===== src/rtl/mc_control.sv =====
// Multicycle MIPS-subset main controller: Moore FSM driving datapath muxes, strobes and ALU control.
// Optional MC_CONTROL_BLTZ_EN adds bltz (opcode 0x01, rt=0) as a branch taken on the ALU negative flag.
module mc_control (
  input  logic       clk,
  input  logic       reset_n,
  input  logic [5:0] opcode,
  input  logic [5:0] funct,
  input  logic [4:0] rt,
  input  logic       zout,
  input  logic       nout,
  output logic [2:0] gin,
  output logic       alu_srca,
  output logic [1:0] alu_srcb,
  output logic       iord,
  output logic       mem_rd,
  output logic       mem_wr,
  output logic       ir_we,
  output logic       reg_we,
  output logic       reg_dst,
  output logic       mem_to_reg,
  output logic       pc_we,
  output logic [1:0] pc_src,
  output logic [3:0] state,
  output logic       illegal
);

  typedef enum logic [3:0] {
    RST    = 4'd0,
    FETCH  = 4'd1,
    DECODE = 4'd2,
    MEMADR = 4'd3,
    MEMRD  = 4'd4,
    MEMWB  = 4'd5,
    MEMWR  = 4'd6,
    REXEC  = 4'd7,
    RWB    = 4'd8,
    IEXEC  = 4'd9,
    IWB    = 4'd10,
    BRANCH = 4'd11,
    JUMP   = 4'd12
  } state_t;

  localparam logic [2:0] GIN_ADD = 3'b010;
  localparam logic [2:0] GIN_SUB = 3'b110;
  localparam logic [2:0] GIN_SLT = 3'b111;
  localparam logic [2:0] GIN_AND = 3'b000;
  localparam logic [2:0] GIN_OR  = 3'b001;

  state_t cur, nxt;
  logic   run;
  logic   taken;

  function automatic logic funct_ok(input logic [5:0] f);
    return (f == 6'h20) || (f == 6'h22) || (f == 6'h24) || (f == 6'h25) || (f == 6'h2A);
  endfunction

  function automatic logic [2:0] funct_gin(input logic [5:0] f);
    case (f)
      6'h22:   return GIN_SUB;
      6'h24:   return GIN_AND;
      6'h25:   return GIN_OR;
      6'h2A:   return GIN_SLT;
      default: return GIN_ADD;
    endcase
  endfunction

  // run holds the FSM in RST for one extra edge so the first FETCH lands on the second edge after release
  always_ff @(posedge clk or negedge reset_n) begin
    if (!reset_n) begin
      cur <= RST;
      run <= 1'b0;
    end else begin
      cur <= nxt;
      run <= 1'b1;
    end
  end

  assign state = cur;

  always_comb begin
    nxt = FETCH;
    case (cur)
      RST:    nxt = run ? FETCH : RST;
      FETCH:  nxt = DECODE;
      DECODE: begin
        case (opcode)
          6'h00:        nxt = funct_ok(funct) ? REXEC : FETCH;
          6'h23, 6'h2B: nxt = MEMADR;
          6'h08:        nxt = IEXEC;
          6'h04, 6'h05: nxt = BRANCH;
          6'h02:        nxt = JUMP;
`ifdef MC_CONTROL_BLTZ_EN
          6'h01:        nxt = (rt == 5'd0) ? BRANCH : FETCH;
`endif
          default:      nxt = FETCH;
        endcase
      end
      MEMADR: nxt = (opcode == 6'h2B) ? MEMWR : MEMRD;
      MEMRD:  nxt = MEMWB;
      REXEC:  nxt = RWB;
      IEXEC:  nxt = IWB;
      default: nxt = FETCH;
    endcase
  end

  // Branch resolution is the one combinational path from the ALU flags into an output
  always_comb begin
    taken = 1'b0;
    case (opcode)
      6'h04:   taken = zout;
      6'h05:   taken = ~zout;
`ifdef MC_CONTROL_BLTZ_EN
      6'h01:   taken = nout;
`endif
      default: taken = 1'b0;
    endcase
  end

`ifndef MC_CONTROL_BLTZ_EN
  logic unused_bltz;
  assign unused_bltz = nout ^ (^rt);
`endif

  always_comb begin
    gin        = GIN_ADD;
    alu_srca   = 1'b0;
    alu_srcb   = 2'b00;
    iord       = 1'b0;
    mem_rd     = 1'b0;
    mem_wr     = 1'b0;
    ir_we      = 1'b0;
    reg_we     = 1'b0;
    reg_dst    = 1'b0;
    mem_to_reg = 1'b0;
    pc_we      = 1'b0;
    pc_src     = 2'b00;
    illegal    = 1'b0;
    case (cur)
      RST:    gin = 3'b000;
      FETCH: begin
        mem_rd   = 1'b1;
        ir_we    = 1'b1;
        alu_srcb = 2'b01;
        pc_we    = 1'b1;
      end
      DECODE: begin
        alu_srcb = 2'b11;
        illegal  = (nxt == FETCH);
      end
      MEMADR: begin
        alu_srca = 1'b1;
        alu_srcb = 2'b10;
      end
      MEMRD: begin
        mem_rd = 1'b1;
        iord   = 1'b1;
      end
      MEMWB: begin
        reg_we     = 1'b1;
        mem_to_reg = 1'b1;
      end
      MEMWR: begin
        mem_wr = 1'b1;
        iord   = 1'b1;
      end
      REXEC: begin
        alu_srca = 1'b1;
        gin      = funct_gin(funct);
      end
      RWB: begin
        reg_we  = 1'b1;
        reg_dst = 1'b1;
      end
      IEXEC: begin
        alu_srca = 1'b1;
        alu_srcb = 2'b10;
      end
      IWB:    reg_we = 1'b1;
      BRANCH: begin
        alu_srca = 1'b1;
        gin      = GIN_SUB;
        pc_src   = 2'b01;
        pc_we    = taken;
      end
      JUMP: begin
        pc_src = 2'b10;
        pc_we  = 1'b1;
      end
      default: gin = 3'b000;
    endcase
  end

endmodule


===== config.mk =====
export PLATFORM = sky130hd
export DESIGN_NAME = mc_control
export DESIGN_NICKNAME = d
export VERILOG_FILES = /design/src/rtl/mc_control.sv
export SDC_FILE = /design/constraint.sdc
export NUM_CORES = 1
export LEC_CHECK = 0
export ABC_AREA = 1
export ABC_CLOCK_PERIOD_IN_PS = 2900
export CORE_MARGIN = 2
export CORE_UTILIZATION = 36
export CTS_CLUSTER_SIZE = 24
export DETAILED_ROUTE_END_ITERATION = 6
export HOLD_SLACK_MARGIN = 0.08
export PLACE_DENSITY_LB_ADDON = 0.1
export SLEW_MARGIN = 25
export SYNTH_ARGS = -nofsm -noshare
export SYNTH_HDL_FRONTEND = slang
export SYNTH_SLANG_ARGS = --single-unit

===== constraint.sdc =====
create_clock -name clk -period 2.9 [get_ports clk]
set_clock_uncertainty 0.2 [all_clocks]
set_input_delay 0.87 -clock clk [delete_from_list [all_inputs] [get_ports clk]]
set_output_delay 0.87 -clock clk [all_outputs]
set_load 0.05 [all_outputs]

Yosys cells after proc, flatten, opt, wreduce, memory -nomap -nowiden
Cells that the tools add are included.
Widths: inputs -> output; s select.
- register bits after elaboration: 5
- bits of input ports: 21
- memories: 0
- logic and storage cells: 62
- RAM bits: 0
- bits in latches: 0
- output and inout bits: 21
- bits in read-only memories: 0
- shifts and indexed selects: 0
- div/mod/pow operators: 0
- $add $sub $neg: 0
- reductions and logical operators: 15
- eq/ne operators: 24
- bitwise logic cells: 1
- $mul: 0
- muxes and demuxes: 20
- $lt $le $gt $ge: 0
- operator list (operator ; number):
    $eq 6x6->1 const B ; 7
    $pmux 4 s7 ; 1
    $eq 4x4->1 const B ; 5
    $pmux 4 s5 ; 1
    $eq 4x3->1 const B ; 4
    $eq 6x3->1 const B ; 2
    $pmux 3 s4 ; 1
    $reduce_or 2->1 ; 6
    $mux 1 ; 10
    $reduce_or 10->1 ; 1
    $pmux 3 s3 ; 1
    $eq 4x1->1 const B ; 2
    $eq 4x2->1 const B ; 2
    $eq 6x2->1 const B ; 1
    $eq 6x4->1 const B ; 1
    $logic_not 6->1 ; 1
    $pmux 2 s3 ; 1
    $logic_not 4->1 ; 1
    $logic_or 1x1->1 ; 4
    $pmux 1 s2 ; 2
    $pmux 2 s2 ; 1
    $reduce_or 4->1 ; 1
    $mux 3 ; 1
    $reduce_or 3->1 ; 1
    other kinds (2) ; 2

Depth between registers and ports, before layout
Gate-level depths: netlist of run 1.
- word-level depth: 10
- mapped depth: 9
- gate-level depth less buffers: 9

Worst setup path after synthesis of run 1
Ideal clock, no wire load.
- kind: register to output
- start: reg cur[3] (netlist: state[3])
- end: out pc_we
- slack: -0.939 ns
- stages on the path, launching flop included: 7
- data arrival time: 2.769 ns
- path through: dfrtp_1 inv_1 nor2_1 inv_1 nor2_2 inv_1 o31ai_1
- word-level cells in the longest chain between the ends: 3
- elaborated cells between the ends (all ways): 5
- those cells by class: eq/ne (3); mux (1); reduce/logical (1)
- ends and longest elaborated chain (item ; RTL line ; text):
    start: declaration ; 49 ; state_t cur, nxt;
    start signal: assignment ; 73 ; cur <= nxt;
    $eq 4x1->1 / $eq 4x4->1 (equally long branches) ; 138 ; case (cur)
    $reduce_or 2->1 (no line) ; - ;
    $pmux 1 s2 * ; 138 ;
    end: declaration ; 21 ; output logic pc_we,
Mark *: on every way between the ends. The rest lies on a longest branch, timed or not.

Worst setup path after layout of run 1
- start: reg cur[2] (netlist: state[2])
- end: out illegal
- word-level cells in the longest chain between the ends: 4
- elaborated cells between the ends (all ways): 10
- those cells by class: eq/ne (7); mux (2); reduce/logical (1)
- ends and longest elaborated chain (item ; RTL line ; text):
    $eq 4x4->1 (tied with other cells) ; 82 ; case (cur)
    $pmux 4 s7 ; 82 ;
    $eq 4x1->1 ; 148 ; illegal = (nxt == FETCH);
    $mux 1 * ; 138 ;
    end: declaration ; 24 ; output logic illegal
Marked as above.

==> summary.md, run 1 <==
| Metric | Value |
|---|---|
| Clock root buffer | clkbuf_4 |
| Final Hold Fails | 0 |
| Fin nets | 195 |
| Port Buffers | 35 |
| Power Total | 0.00130 W |
| DP Area | 0.00117 mm² |
| Initial Utilization | 0.386 |
| Top-count cell post-synth | nor2_1 |
| Initial antenna violation count | 0 |
| Worst-Margin Slew | 0.526 ns |
| Mapped cell area | 588 µm² |
| Synth Flop Type | dfrtp_1 |
| Worst-skew pair later-pin latency | 0.24 ns |
| Adder-Cell Fraction of Synth Area | 0 |
| Lkg Pwr | 0.727 nW |
| Max Cap Viol | 0 |
| Via Count | 1,200 |
| CTS sink cnt | 5 |
| CTS tree | done |
| Grt ovf | 0 |
| Antenna Cells | 0 |
| Clock-pin slew on the worst setup and hold paths | 0.05 ns |
| WL per Instance | 21.7 µm |
| Post-synth top area share | 0.213 |
| Crit share post-route | 1.07 |
| Slew HR | 0.648 |
| I/O Pins | 42 |
| Final WS setup | -0.208 ns |
| Minimum clock period | 3.11 ns |
| Final ANT Viol Nets | 0 |
| Synth area leader | dfrtp_1 |
| PD cells | 887 mW/mm² |
| Final Setup Violations | 6 |
| Largest family of logic cells by synthesized area | simple AND/OR/NAND/NOR gates |
| Die Area | 0.00197 mm² |
| # DRC | 0 |
| Seq cells post-synth | 5 |
| Async S/R FF share, synth | 1.00 |
| Inserted Clock Buffers | 3 |
| Worst vdd ir | 870 µV |
| Vias in the first global route | 976 |
| Layout area overhead | 150% |
| Worst path max stage delay | 0.56 ns |
| Post-synthesis mux area share | 0 |
| Vias per cell | 6.35 |
| Pre-CTS setup slack | -0.541 ns |
| Post-layout util | 0.964 |
| Multi-input gate area | 568 µm² |
| Seq/Total Area, Yosys | 0.213 |
| CP top delay family | simple AND/OR/NAND/NOR gates |
| Crit path cell chain | inv_2 > nand2_2 > nor2_1 > a21oi_1 > nand4_1 > nor2_4 > buf_12 |
| Core Region | 0.00152 mm² |
| Number of synthesized flops with an enable pin | 0 |
| Failing checks | negative setup slack |
| Area contributors post-synth | dfrtp_1, nor2_1, nand2_1 |
| DP HPWL | 1540 µm |
| Final GP Congestion | 0.883 |
| Critical Setup Path Class | reg2out |
| Max stage delay cell, worst path | dfrtp_1 |
| Final Instance Area | 0.00147 mm² |
| Max frequency | 322 MHz |
| Largest net degree at the start of global routing | 9 |
| Xor-xnor portion of the synthesized cell area | 0.0149 |
| RSZ-0062 raised after global routing | true |
| Syn_area_per_cell | 5.50 µm² |
| First-pass GRT wire length | 4180 µm |
| GRT Overall Usage | 0.287 |
| Die Span Y | 44.4 µm |
| Slew Viols, Final | 0 |
| Post-synth top cells | nor2_1, nand2_1, inv_1 |
| Die Width | 44.4 µm |
| Critical Path Fanout Max | 8 |
| Worst Hold Slack | 0.356 ns |
| Htree depth | 1 |
| Ys Warns | 0 |
| Worst Setup End Kind | output pin |
| Initial drt markers | 90 |
| Routed wire length | 4100 µm |
| Status | finished with violations |
| Complex-gate fraction of the synthesized area | 0.179 |
| Hold Path Class | reg2reg |
| Req. time, crit path | 1.83 ns |
| Cts hold-fix bufs | 0 |
| Router iterations before antenna repair | 6 |
| Simple-Gate Fraction of Synth Area | 0.447 |
| Share of cells above drive strength 1 | 0.590 |
| Worst Path Buf+Inv | 2 |
| Mapped Cells | 107 |
| Unique masters post-synth | 22 |
| Syn Nets | 128 |
| Register area | 125 µm² |
| Fillers | 32 |
| CTS Buffer Depth | 2 |
| Critical path arrival | 2.04 ns |
| CP Launch Type | flip-flop |
| Rows | 14 |
==> cell type report <==
cell class / instances / share of cell area
sequential: 5 / 0.0852
inverter: 19 / 0.0554
tap: 16 / 0.0136
clock buffer: 4 / 0.0179
multi-input combinational: 82 / 0.387
timing repair buffer: 63 / 0.441
==> cell families after synthesis <==
logic type,Yosys count
AOI/OAI and AO/OA,18
xor gates and xnor gates,1
buffers and inverters,20
DFF,5
other,1
and+or+nand+nor,62
==> placed cells by master, fill, tap and decap left out, types with 2 or more instances in the layout <==
cell             instances
clkbuf_4                 3
nand3_2                  5
buf_2                    3
nor2_4                   7
inv_4                    2
o22ai_1                  3
nor2_1                  14
inv_1                   12
dfrtp_1                  5
nand4_1                  3
clkdlybuf4s50_1          5
buf_4                   34
buf_12                   9
nand3_1                  4
inv_2                    4
buf_6                    7
nor3_4                   3
nand2_2                  8
buf_8                    4
nor2_2                   5
o21ai_1                  2
a21oi_1                  4
nand2_1                 12
==> sequential cells by signal, indices dropped and copies added, names as in the netlist <==
| signal | cells |
|---|---|
| run | 1 |
| state | 4 |
==> path summary, 6_finish.rpt <==
path | start | to | slack (ns) | cells past startpoint
setup / recovery | state[2]$_DFF_PN0_ | illegal | -0.21 | 7
hold reg to reg | run$_DFF_PN0_ | state[0]$_DFF_PN0_ | 0.36 | 2
min in group asynchronous | reset_n | run$_DFF_PN0_ | 0.65 | 1
max in group asynchronous | reset_n | state[0]$_DFF_PN0_ | 1.66 | 1
hold / removal | run$_DFF_PN0_ | state[0]$_DFF_PN0_ | 0.36 | 2
setup reg to reg | state[2]$_DFF_PN0_ | state[1]$_DFF_PN0_ | 0.18 | 14
==> through the flow <==
| stage | TNS (ns) | instances |
|---|---|---|
| 6_report | -0.492 | 189 |
| 5_1_grt | -0.579 | 189 |
| 4_1_cts | -0.0185 | 187 |
| 3_5_place_dp | -2.17 | 171 |
| 3_3_place_gp | -2.04 | 171 |
| 2_1_floorplan | -0.252 | 107 |
==> timing repair <==
| item | in CTS | in global routing |
|---|---|---|
| gates resized for setup | 81 | 36 |
| pin swaps | 22 | 13 |
| endpoints found under the setup margin | 5 | 6 |
| setup buffers | 12 | 3 |
==> report_power, final <==
group	internal [W]	switching, W	total [W]
clock	0.0000522	0.0000311	0.0000833
sequential	0.0000898	0.0000375	0.000127
combinational	0.000396	0.000696	0.00109
==> layer usage <==
layer,up-vias,wire length (µm),global-route usage
li1,484,-,-
met2,125,2070,0.538
met3,39,405,0.0327
met5,-,0,0
met4,0,317,0.0848
met1,552,1310,0.338
==> worst min-delay path, cell delays in order, from the launching register on <==
cell,delay [ns]
dfrtp_1,0.33
o21ai_0,0.08
nand3_1,0.10
No activity file was read; power rests on OpenSTA's default activity.
==> run 2: changes to the inputs <==
Settings changed: PLACE_DENSITY set to 0.81, PLACE_DENSITY_LB_ADDON 0.1 to not set.
==> summary.md, run 2 <==
| Metric | Value |
|---|---|
| DP Area | 0.00115 mm² |
| Syn_area_per_cell | 5.50 µm² |
| Xor-xnor portion of the synthesized cell area | 0.0149 |
| CTS Buffer Depth | 2 |
| Initial Utilization | 0.386 |
| Simple-Gate Fraction of Synth Area | 0.447 |
| Async S/R FF share, synth | 1.00 |
| Clock root buffer | clkbuf_4 |
| Worst EP kind | top-level output |
| Final GP Congestion | 0.822 |
| DP HPWL | 1630 µm |
| Seq/Total Area, Yosys | 0.213 |
| Mapped Cells | 107 |
| Adder-Cell Fraction of Synth Area | 0 |
| Die Span Y | 44.4 µm |
| Inserted Clock Buffers | 3 |
| Number of synthesized flops with an enable pin | 0 |
| Port Buffers | 35 |
| Status | stopped before the end |
| Post-GRT worst EP | illegal |
| Synth Flop Type | dfrtp_1 |
| Run Error | [ERROR DPL-0038] Utilization greater than 100%, impossible to legalize |
| Post-synthesis mux area share | 0 |
| Top-count cell post-synth | nor2_1 |
| Area contributors post-synth | dfrtp_1, nor2_1, nand2_1 |
| Post-synth top area share | 0.213 |
| Htree depth | 1 |
| Mapped cell area | 588 µm² |
| Syn Nets | 128 |
| Halt point of the flow | global routing |
| Seq cells post-synth | 5 |
| Synth area leader | dfrtp_1 |
| Die Width | 44.4 µm |
| Cts hold-fix bufs | 0 |
| Ys Warns | 0 |
| Largest net degree at the start of global routing | 9 |
| I/O Pins | 42 |
| Rows | 14 |
| CTS sink cnt | 5 |
| Post-synth top cells | nor2_1, nand2_1, inv_1 |
| Unique masters post-synth | 22 |
| Complex-gate fraction of the synthesized area | 0.179 |
| Largest family of logic cells by synthesized area | simple AND/OR/NAND/NOR gates |
-- run 2: kinds of logic after synthesis --
family          count (synthesis)
other cells                     1
compound gates                 18
flops                           5
buf+inv                        20
simple gates                   62
xor+xnor                        1
-- run 2: through the flow --
step	hold slack [ns]	worst slack (ns)	cells
2_1_floorplan	0.258	-0.189	107
3_3_place_gp	0.284	-0.492	169
3_5_place_dp	0.296	-0.549	169
4_1_cts	0.306	-0.0211	191
-- run 2: what timing repair did --
item	CTS
endpoints found under the hold margin	0
gates resized for setup	96
pin swaps	20
setup endpoints to repair	5
buffers inserted	19
==> run 3: changes to the inputs <==
Settings changed: CORE_AREA set to 2 2 63 65, CORE_MARGIN 2 to not set, CORE_UTILIZATION 36 to not set, CTS_CLUSTER_SIZE 24 to not set, DIE_AREA set to 0 0 65 67, HOLD_SLACK_MARGIN 0.08 to not set, PLACE_DENSITY 0.81 to not set, PLACE_DENSITY_LB_ADDON set to 0.15.
==> summary.md, run 3 (synthesis gave the netlist of run 1 again) <==
| Metric | Value |
|---|---|
| Max FFs per register | 4 |
| Crit path depth | 10 |
| Post-route setup TNS | -0.0247 ns |
| Worst Setup End Kind | output pin |
| Layout area overhead | 167% |
| M1 wire length | 991 µm |
| Crit share post-route | 1.01 |
| Clock-pin slew on the worst setup and hold paths | 0.04 ns |
| Status | finished with violations |
| DP HPWL | 1710 µm |
| Worst-Margin Slew | 0.497 ns |
| Met2 routed WL | 1250 µm |
| Comb pwr share | 0.810 |
| Lkg Pwr | 0.760 nW |
| I/O Pins | 42 |
| Largest net degree at the start of global routing | 9 |
| Critical Path Fanout Max | 3 |
| Internal power | 0.000599 W |
| Clock power share | 0.099 |
| Worst-skew pair later-pin latency | 0.22 ns |
| Initial antenna violation count | 0 |
| Most frequent cells in the layout | buf_4, nand2_1, nor2_1 |
| GRT Overall Usage | 0.112 |
| Hold path endpoint | state[0]$_DFF_PN0_ |
| Routed wire length | 2350 µm |
| Worst r2r path cells | 15 |
| Worst Path Buf+Inv | 2 |
| CP top delay family | simple AND/OR/NAND/NOR gates |
| Initial Utilization | 0.163 |
| Switching fraction of total power | 0.533 |
| Die Area | 0.00436 mm² |
| WL per Instance | 10.5 µm |
| Slew Viols, Final | 0 |
| Rows | 22 |
| Share of cells above drive strength 1 | 0.585 |
| Worst path max stage delay | 0.14 ns |
| Final Setup Violations | 1 |
| Fillers | 367 |
| Port Buffers | 35 |
| Router iterations before antenna repair | 4 |
| Crit path cell chain | buf_4 > nor2_2 > nand3_1 > nor2_1 > nand2_2 > nand2_1 > nand2_2 > nand3_2 > nor2_4 > buf_12 |
| Die Width | 65 µm |
| Sw Pwr | 0.000684 W |
| Commonest non-fill, non-tap cell in the layout | buf_4 |
| CTS Buffer Depth | 2 |
| Most used cell along the critical path | nand2_2 |
| Req. time, crit path | 1.83 ns |
| Initial drt markers | 24 |
| CTS sink cnt | 5 |
| Hold Path Class | reg2reg |
| R2r endpoint | state[1]$_DFF_PN0_ |
| RSZ-0062 raised after global routing | true |
| Fin nets | 198 |
| Worst Hold Depth | 2 |
| Metal3 WL | 104 µm |
| # DRC | 0 |
| Worst r2r src | state[2]$_DFF_PN0_ |
| Core Region | 0.00361 mm² |
| Final WS setup | -0.0247 ns |
| Die Span Y | 67 µm |
| Reg-to-reg slack, setup | 0.35 ns |
| Via Count | 939 |
| CTS tree | done |
| Critical path arrival | 1.85 ns |
| Antenna Cells | 0 |
| Inserted Clock Buffers | 3 |
| Critical Setup Path Class | in2out |
| Final ANT Viol Nets | 0 |
| First-pass GRT wire length | 3910 µm |
| Clock root buffer | clkbuf_8 |
| Uppermost layer routed | met3 |
| Grt ovf | 0 |
| Slew HR | 0.668 |
| Failing checks | negative setup slack |
| Hold path start | run$_DFF_PN0_ |
| Htree depth | 1 |
| Pre-CTS setup slack | -0.495 ns |
| Vias in the first global route | 944 |
| Minimum clock period | 2.92 ns |
| Worst vdd ir | 221 µV |
| CP Launch Type | input port |
| PD cells | 816 mW/mm² |
| Max stage delay cell, worst path | nor2_1 |
| Vias per cell | 4.19 |
| Seq pwr share | 0.091 |
| Max Cap Viol | 0 |
| Final GP Congestion | 0.799 |
| Final Hold Fails | 0 |
| Max frequency | 342 MHz |
-- run 3: tightest hold or removal path: cells and delay by family (launching register included) --
kind / cells / cell delay, ns
DFF: 1 / 0.32
AOI/OAI and AO/OA: 1 / 0.07
and+or+nand+nor: 1 / 0.07
-- run 3: routing by layer --
layer / up-vias / track usage
met5: - / 0
met4: 0 / 0.0319
met3: 0 / 0.0101
met2: 24 / 0.226
met1: 431 / 0.124
li1: 484 / -
-- run 3: cell type report --
class | instances | area [µm²] | share of cell area
clock buffers | 4 | 45.0 | 0.0287
well taps | 48 | 60.1 | 0.0382
flip-flops and latches | 5 | 125 | 0.0796
repair buffers | 66 | 717 | 0.456
inverters | 19 | 81.3 | 0.0518
multi-input cells | 82 | 543 | 0.346
-- run 3: power by group through the flow --
stage	Sequential [W]	Clock, W	Combinational (W)
final	0.000117	0.000127	0.00104
after detailed placement	0.000117	0	0.000990
after global placement	0.000118	0	0.000993
after floorplan	0.000179	0	0.000530
after CTS	0.000117	0.000131	0.00102
after global routing	0.000121	0.000132	0.00110
-- run 3: stage by stage --
stage	utilization	power (W)	instance area [µm²]	hold WS (ns)	cells
2_1_floorplan	-	0.000709	636	0.258	107
3_3_place_gp	0.347	0.00111	1250	0.302	205
3_5_place_dp	0.347	0.00111	1250	0.294	205
4_1_cts	0.407	0.00126	1470	0.300	224
5_1_grt	0.436	0.00136	1570	0.354	224
6_report	0.436	0.00128	1570	0.290	224
-- run 3: what timing repair did --
item | CTS | global route
hold endpoints to repair | 0 | 0
cloned | 0 | 0
hold buffers | 0 | 0
buffers inserted | 16 | 1
pin swaps | 20 | 13
endpoints found under the setup margin | 5 | 3
resized for setup | 86 | 31
-- run 3: worst max-delay path by stage --
stage / startpoint / end
floorplan: state[3]$_DFF_PN0_ / pc_we
global placement: funct[2] / illegal
detailed placement: funct[2] / illegal
CTS: funct[3] / illegal
global route: opcode[5] / illegal
finish: opcode[1] / illegal
==> variant 1, RTL diff (flow settings as in run 1) <==
Add an input register stage for `opcode`, with the module's reset; this delays it by one clock. The other inputs are not delayed to match.
--- a/src/rtl/mc_control.sv
+++ b/src/rtl/mc_control.sv
@@ -46,6 +46,16 @@
   localparam logic [2:0] GIN_AND = 3'b000;
   localparam logic [2:0] GIN_OR  = 3'b001;
 
+  logic [5:0] opcode_q;
+
+  always_ff @(posedge clk or negedge reset_n) begin
+    if (!reset_n) begin
+      opcode_q <= '0;
+    end else begin
+      opcode_q <= opcode;
+    end
+  end
+
   state_t cur, nxt;
   logic   run;
   logic   taken;
@@ -83,7 +93,7 @@
       RST:    nxt = run ? FETCH : RST;
       FETCH:  nxt = DECODE;
       DECODE: begin
-        case (opcode)
+        case (opcode_q)
           6'h00:        nxt = funct_ok(funct) ? REXEC : FETCH;
           6'h23, 6'h2B: nxt = MEMADR;
           6'h08:        nxt = IEXEC;
@@ -95,7 +105,7 @@
           default:      nxt = FETCH;
         endcase
       end
-      MEMADR: nxt = (opcode == 6'h2B) ? MEMWR : MEMRD;
+      MEMADR: nxt = (opcode_q == 6'h2B) ? MEMWR : MEMRD;
       MEMRD:  nxt = MEMWB;
       REXEC:  nxt = RWB;
       IEXEC:  nxt = IWB;
@@ -106,7 +116,7 @@
   // Branch resolution is the one combinational path from the ALU flags into an output
   always_comb begin
     taken = 1'b0;
-    case (opcode)
+    case (opcode_q)
       6'h04:   taken = zout;
       6'h05:   taken = ~zout;
 `ifdef MC_CONTROL_BLTZ_EN
Check against the original RTL: not equivalent (Yosys sat finds a counterexample within 4 cycles, from zero or initial values and one cycle with reset_n low).
==> variant 1 against run 1 <==
Power up 21%. Maximum frequency increased by 8.3%. Highest routed layer unchanged. Worst setup slack gained 0.24 ns. Cell area rose by 9.6%. Clock power grew 17%. Sequential cell count rose by 6. Register-to-register slack gained 0.11 ns. First-iteration DRC count is 90% lower. Via count decreased by 15%. Critical endpoint is now gin[1]. Synthesized area increased by 39%. Combinational power up 14%. Wire length decreased by 39%.
==> variant 1: results (changes against run 1) <==
[setup_path]
r2r_cells=18  ; was 14
crit_family=buffers and inverters  ; was simple AND/OR/NAND/NOR gates
rr_endpoint=state[2]  ; was state[1]
worst-path-max-fanout=4  ; was 8
max_stage_delay_ns=0.36  ; was 0.56 ns
r2r-start=opcode_q[3]  ; was state[2]
cp.arrival_ns=1.80  ; was 2.04 ns
slowest_stage=o41ai_1  ; was dfrtp_1
rrSetupSlack_ns=0.29  ; was 0.18 ns

[synth]
synth.distinct_cells=27  ; was 22
syn_nets=139  ; was 128
synth_area_leaders=dfrtp_1, nand2_1, nor2_1  ; was dfrtp_1, nor2_1, nand2_1
ys_seq_area_share_pct=33.7  ; was 21.3%
netlist_top_cells_count=nand2_1, nor2_1, inv_1  ; was nor2_1, nand2_1, inv_1
synth_area_per_cell_um2=6.92  ; was 5.50 µm²

[grt]
globalRouteMet1Util_pct=19.2  ; was 33.8%
grt_pass1_wl_um=3820  ; was 4180 µm
track_usage_pct=19.3  ; was 28.7%
grt_util_met3_pct=2.59  ; was 3.27%
grt_use_met2_pct=35.3  ; was 53.8%
grt_start_max_net_pins=12  ; was 9
grt_pass1_vias=998  ; was 976

[pwr]
ir_drop_mv=0.842  ; was 0.870 mV
power.leakage_nw=0.767  ; was 0.727 nW
p_sw_mw=0.856  ; was 0.764 mW

[cells_and_area]
num-fill-cells=167  ; was 32
top_register=opcode_q
largest_reg_flops=6  ; was 4
fin_cells=206  ; was 189
layout-drive-gt1-share_pct=59.6  ; was 59.0%
fin_nets=200  ; was 195
final_cell_area_mm2=0.00161  ; was 0.00147 mm²

[sta]
hold_slack_ns=0.302  ; was 0.356 ns
max_freq_mhz=348  ; was 322 MHz

[routing]
met2WireLength_um=1330  ; was 2070 µm
drtPass1Iterations=4  ; was 6
vias_per_cell=4.93  ; was 6.35
dr.first_iter.drc_count=9  ; was 90
drc_errors=0  ; unchanged
wl_met1_um=961  ; was 1310 µm
routedWlPerCell_um=12.1  ; was 21.7 µm
dr_wl_met3_um=108  ; was 405 µm

[hold_path]
whs_endpoint=state[0]  ; unchanged
worstHoldStart=run  ; unchanged
hold_depth=2  ; unchanged

[placed_design]
dp_cells=186  ; was 171
preCtsSetupSlack_ns=-0.449  ; was -0.541 ns
globalplace.congestion=0.843  ; was 0.883
dpl.hpwl_um=1800  ; was 1540 µm
place_area_mm2=0.00136  ; was 0.00117 mm²

[clock_network]
cts_buffers=3  ; unchanged
clk_latency_ns=0.26  ; was 0.24 ns
cts.reportedPaths.clkPinSlew_ns=0.06

[run_status]
status=completed  ; was complete, but fails checks

==> variant 1: cell types whose count changed in the layout (fill, tap and decap cells not counted), moves of 4 or more <==
cell	before	now
nand2_4	0	4
nor2_2	5	9
inv_2	4	9
a21oi_1	4	0
nor2_1	14	8
nor3_1	0	4
clkdlybuf4s50_1	5	11
==> variant 1: power groups by stage <==
stage          Clock, mW  Combinational, mW  Sequential [mW]
3_5_place_dp           0               1.14            0.249
3_3_place_gp           0               1.13            0.247
4_1_cts            0.104               1.16            0.247
5_1_grt            0.115               1.30            0.245
6_report          0.0973               1.24            0.242
2_1_floorplan          0              0.699            0.286
==> variant 1: cell type report <==
| class | count | share of cell area (%) |
|---|---|---|
| Clock buffer | 4 | 1.63 |
| Timing Repair Buffer | 57 | 35.8 |
| Inverter | 24 | 6.06 |
| Sequential cell | 11 | 17.3 |
| Multi-Input combinational cell | 82 | 37.0 |
| Tap cell | 28 | 2.18 |
==> variant 1: cells by family after synthesis <==
| kind of cell | count (synthesis) | share of synthesized area, % |
|---|---|---|
| buffers and inverters | 25 | 12.4 |
| other | 1 | 0.459 |
| AOI/OAI and AO/OA | 13 | 12.1 |
| DFF | 11 | 33.7 |
| and+or+nand+nor | 68 | 41.3 |
==> variant 1: timing repair <==
item,in CTS,in global routing
pin swaps,11,10
buffers inserted,13,3
gates resized for setup,42,23
endpoints found under the setup margin,5,3
==> variant 1: how the worst max path moves through the flow <==
stage          startpoint       to  cells after the start
2_1_floorplan    state[3]    pc_we                      6
3_3_place_gp     funct[2]   gin[1]                      6
3_5_place_dp     funct[4]  illegal                     12
4_1_cts          funct[0]  illegal                     12
5_1_grt          funct[4]  illegal                     12
6_report         funct[1]   gin[1]                      5
==> variant 2, RTL diff (config.mk and constraints of run 1) <==
Made on the original files. Add a define of `MC_CONTROL_BLTZ_EN`.
--- a/src/rtl/mc_control.sv
+++ b/src/rtl/mc_control.sv
@@ -1,5 +1,7 @@
 // Multicycle MIPS-subset main controller: Moore FSM driving datapath muxes, strobes and ALU control.
 // Optional MC_CONTROL_BLTZ_EN adds bltz (opcode 0x01, rt=0) as a branch taken on the ALU negative flag.
+`define MC_CONTROL_BLTZ_EN
+
 module mc_control (
   input  logic       clk,
   input  logic       reset_n,
Behaviour: not the same (Yosys sat finds a counterexample within 4 cycles, from zero or initial values and one cycle with reset_n low).
==> variant 2 against run 1 <==
The run still ends with setup timing left. Sequential cell count unchanged. Critical path depth is 3 higher. Wire length shrank 42%. Non-clock buffer count down 7. Cell area down 7.8%. Sequential share of layout area grew 0.99 points. Synthesized area rose by 11%. Power fell by 14%. Worst setup slack better by 0.10 ns.
==> variant 2: results (changes against run 1) <==
[setup_path]
slowest_stage=nor2_4  ; was dfrtp_1
max_stage_delay_ns=0.22  ; was 0.56 ns
worst-path-max-fanout=7  ; was 8
startpoint=opcode[5]  ; was state[2]
rrSetupSlack_ns=1.40  ; was 0.18 ns
r2r_cells=6  ; was 14
cp.arrival_ns=1.94  ; was 2.04 ns

[clock_network]
cts-root-buf=clkbuf_4  ; unchanged
cts_resized=80  ; was 81
cts_setup_buffers=4  ; was 12

[placed_design]
portBuffers=41  ; was 35
dpl.hpwl_um=1720  ; was 1540 µm
dp_cells=187  ; was 171
preCtsSetupSlack_ns=-0.478  ; was -0.541 ns
globalplace.congestion=0.917  ; was 0.883

[pwr]
power.leakage_nw=0.639  ; was 0.727 nW
ir_drop_mv=0.699  ; was 0.870 mV
p_int_mw=0.460  ; was 0.538 mW

[synth]
synth.distinct_cells=24  ; was 22
synth_area_per_cell_um2=5.71  ; was 5.50 µm²
ys_seq_area_share_pct=19.2  ; was 21.3%
synth_area_leaders=dfrtp_1, nor2_1, nand2_1  ; unchanged
netlist_top_cells_count=nor2_1, nand2_1, inv_1  ; unchanged
syn_nets=135  ; was 128

[hold_path]
hold_path_class=reg -> reg  ; unchanged

[sta]
setup_ws_ns=-0.108  ; was -0.208 ns
setup_violations=2  ; was 6

[cells_and_area]
largest_reg_flops=4  ; unchanged
diodes=0  ; unchanged
layout-drive-gt1-share_pct=57.5  ; was 59.0%
fin_nets=196  ; was 195
num-fill-cells=116  ; was 32

[run_status]
status=complete, but fails checks  ; unchanged
violations=setup timing  ; unchanged

[grt]
antenna_found_initial=0  ; unchanged
track_usage_pct=22.7  ; was 28.7%
grt_pass1_vias=883  ; was 976
grt_util_met3_pct=2.75  ; was 3.27%
grt_use_met2_pct=42.2  ; was 53.8%
grt_pass1_wl_um=3640  ; was 4180 µm
globalRouteMet1Util_pct=28.8  ; was 33.8%

[routing]
wl_met1_um=1020  ; was 1310 µm
drt-total-wl_um=2380  ; was 4100 µm
dr_wl_met3_um=124  ; was 405 µm
routedWlPerCell_um=11.9  ; was 21.7 µm
dr.first_iter.drc_count=22  ; was 90
met2WireLength_um=1200  ; was 2070 µm
drtPass1Iterations=5  ; was 6
vias_per_cell=4.96  ; was 6.35

-- variant 2: cell types whose count changed after synthesis, moves of 2 or more --
cell / run 1 / this run
nor2_2: 1 / 5
nand2_2: 1 / 3
a31oi_1: 2 / 0
inv_1: 18 / 12
a21oi_1: 6 / 4
nor3_1: 3 / 1
nand3_2: 0 / 2
inv_2: 1 / 7
o21ai_1: 1 / 4
-- variant 2: final cells by class --
cell class / count / share of cell area [%]
tap: 25 / 2.31
sequential: 5 / 9.51
timing repair buffer: 56 / 37.0
multi-input combinational: 90 / 44.0
inverter: 19 / 5.26
clock buffer: 4 / 1.94
-- variant 2: metrics by stage --
step / area [µm²] / hold WS, ns
2_1_floorplan: 674 / 0.258
3_3_place_gp: 1200 / 0.276
3_5_place_dp: 1200 / 0.305
4_1_cts: 1300 / 0.317
5_1_grt: 1360 / 0.336
6_report: 1360 / 0.311
-- variant 2: logic make-up (layout without fill, tap and decap cells) --
kind of cell / Yosys count / count (layout) / synth area share, %
AO/OA/AOI/OAI: 17 / 17 / 15.6
buffers and inverters: 19 / 79 / 11.0
flip-flops: 5 / 5 / 19.2
other: 1 / 1 / 0.576
AND/OR/NAND/NOR: 72 / 72 / 53.7
-- variant 2: worst max path at each step --
stage | endpoint | slack (ns) | cells after the start
6_report | illegal | -0.11 | 10
4_1_cts | illegal | -0.05 | 10
3_5_place_dp | pc_we | -0.48 | 8
3_3_place_gp | illegal | -0.41 | 11
2_1_floorplan | reg_we | -0.01 | 4
5_1_grt | illegal | -0.18 | 10
-- variant 2: power groups by stage --
stage	registers [mW]	logic, mW	clock network (mW)
6_report	0.131	0.916	0.0749
2_1_floorplan	0.191	0.501	0
4_1_cts	0.131	0.911	0.0776
3_5_place_dp	0.132	0.887	0
5_1_grt	0.137	0.971	0.0818
3_3_place_gp	0.131	0.880	0
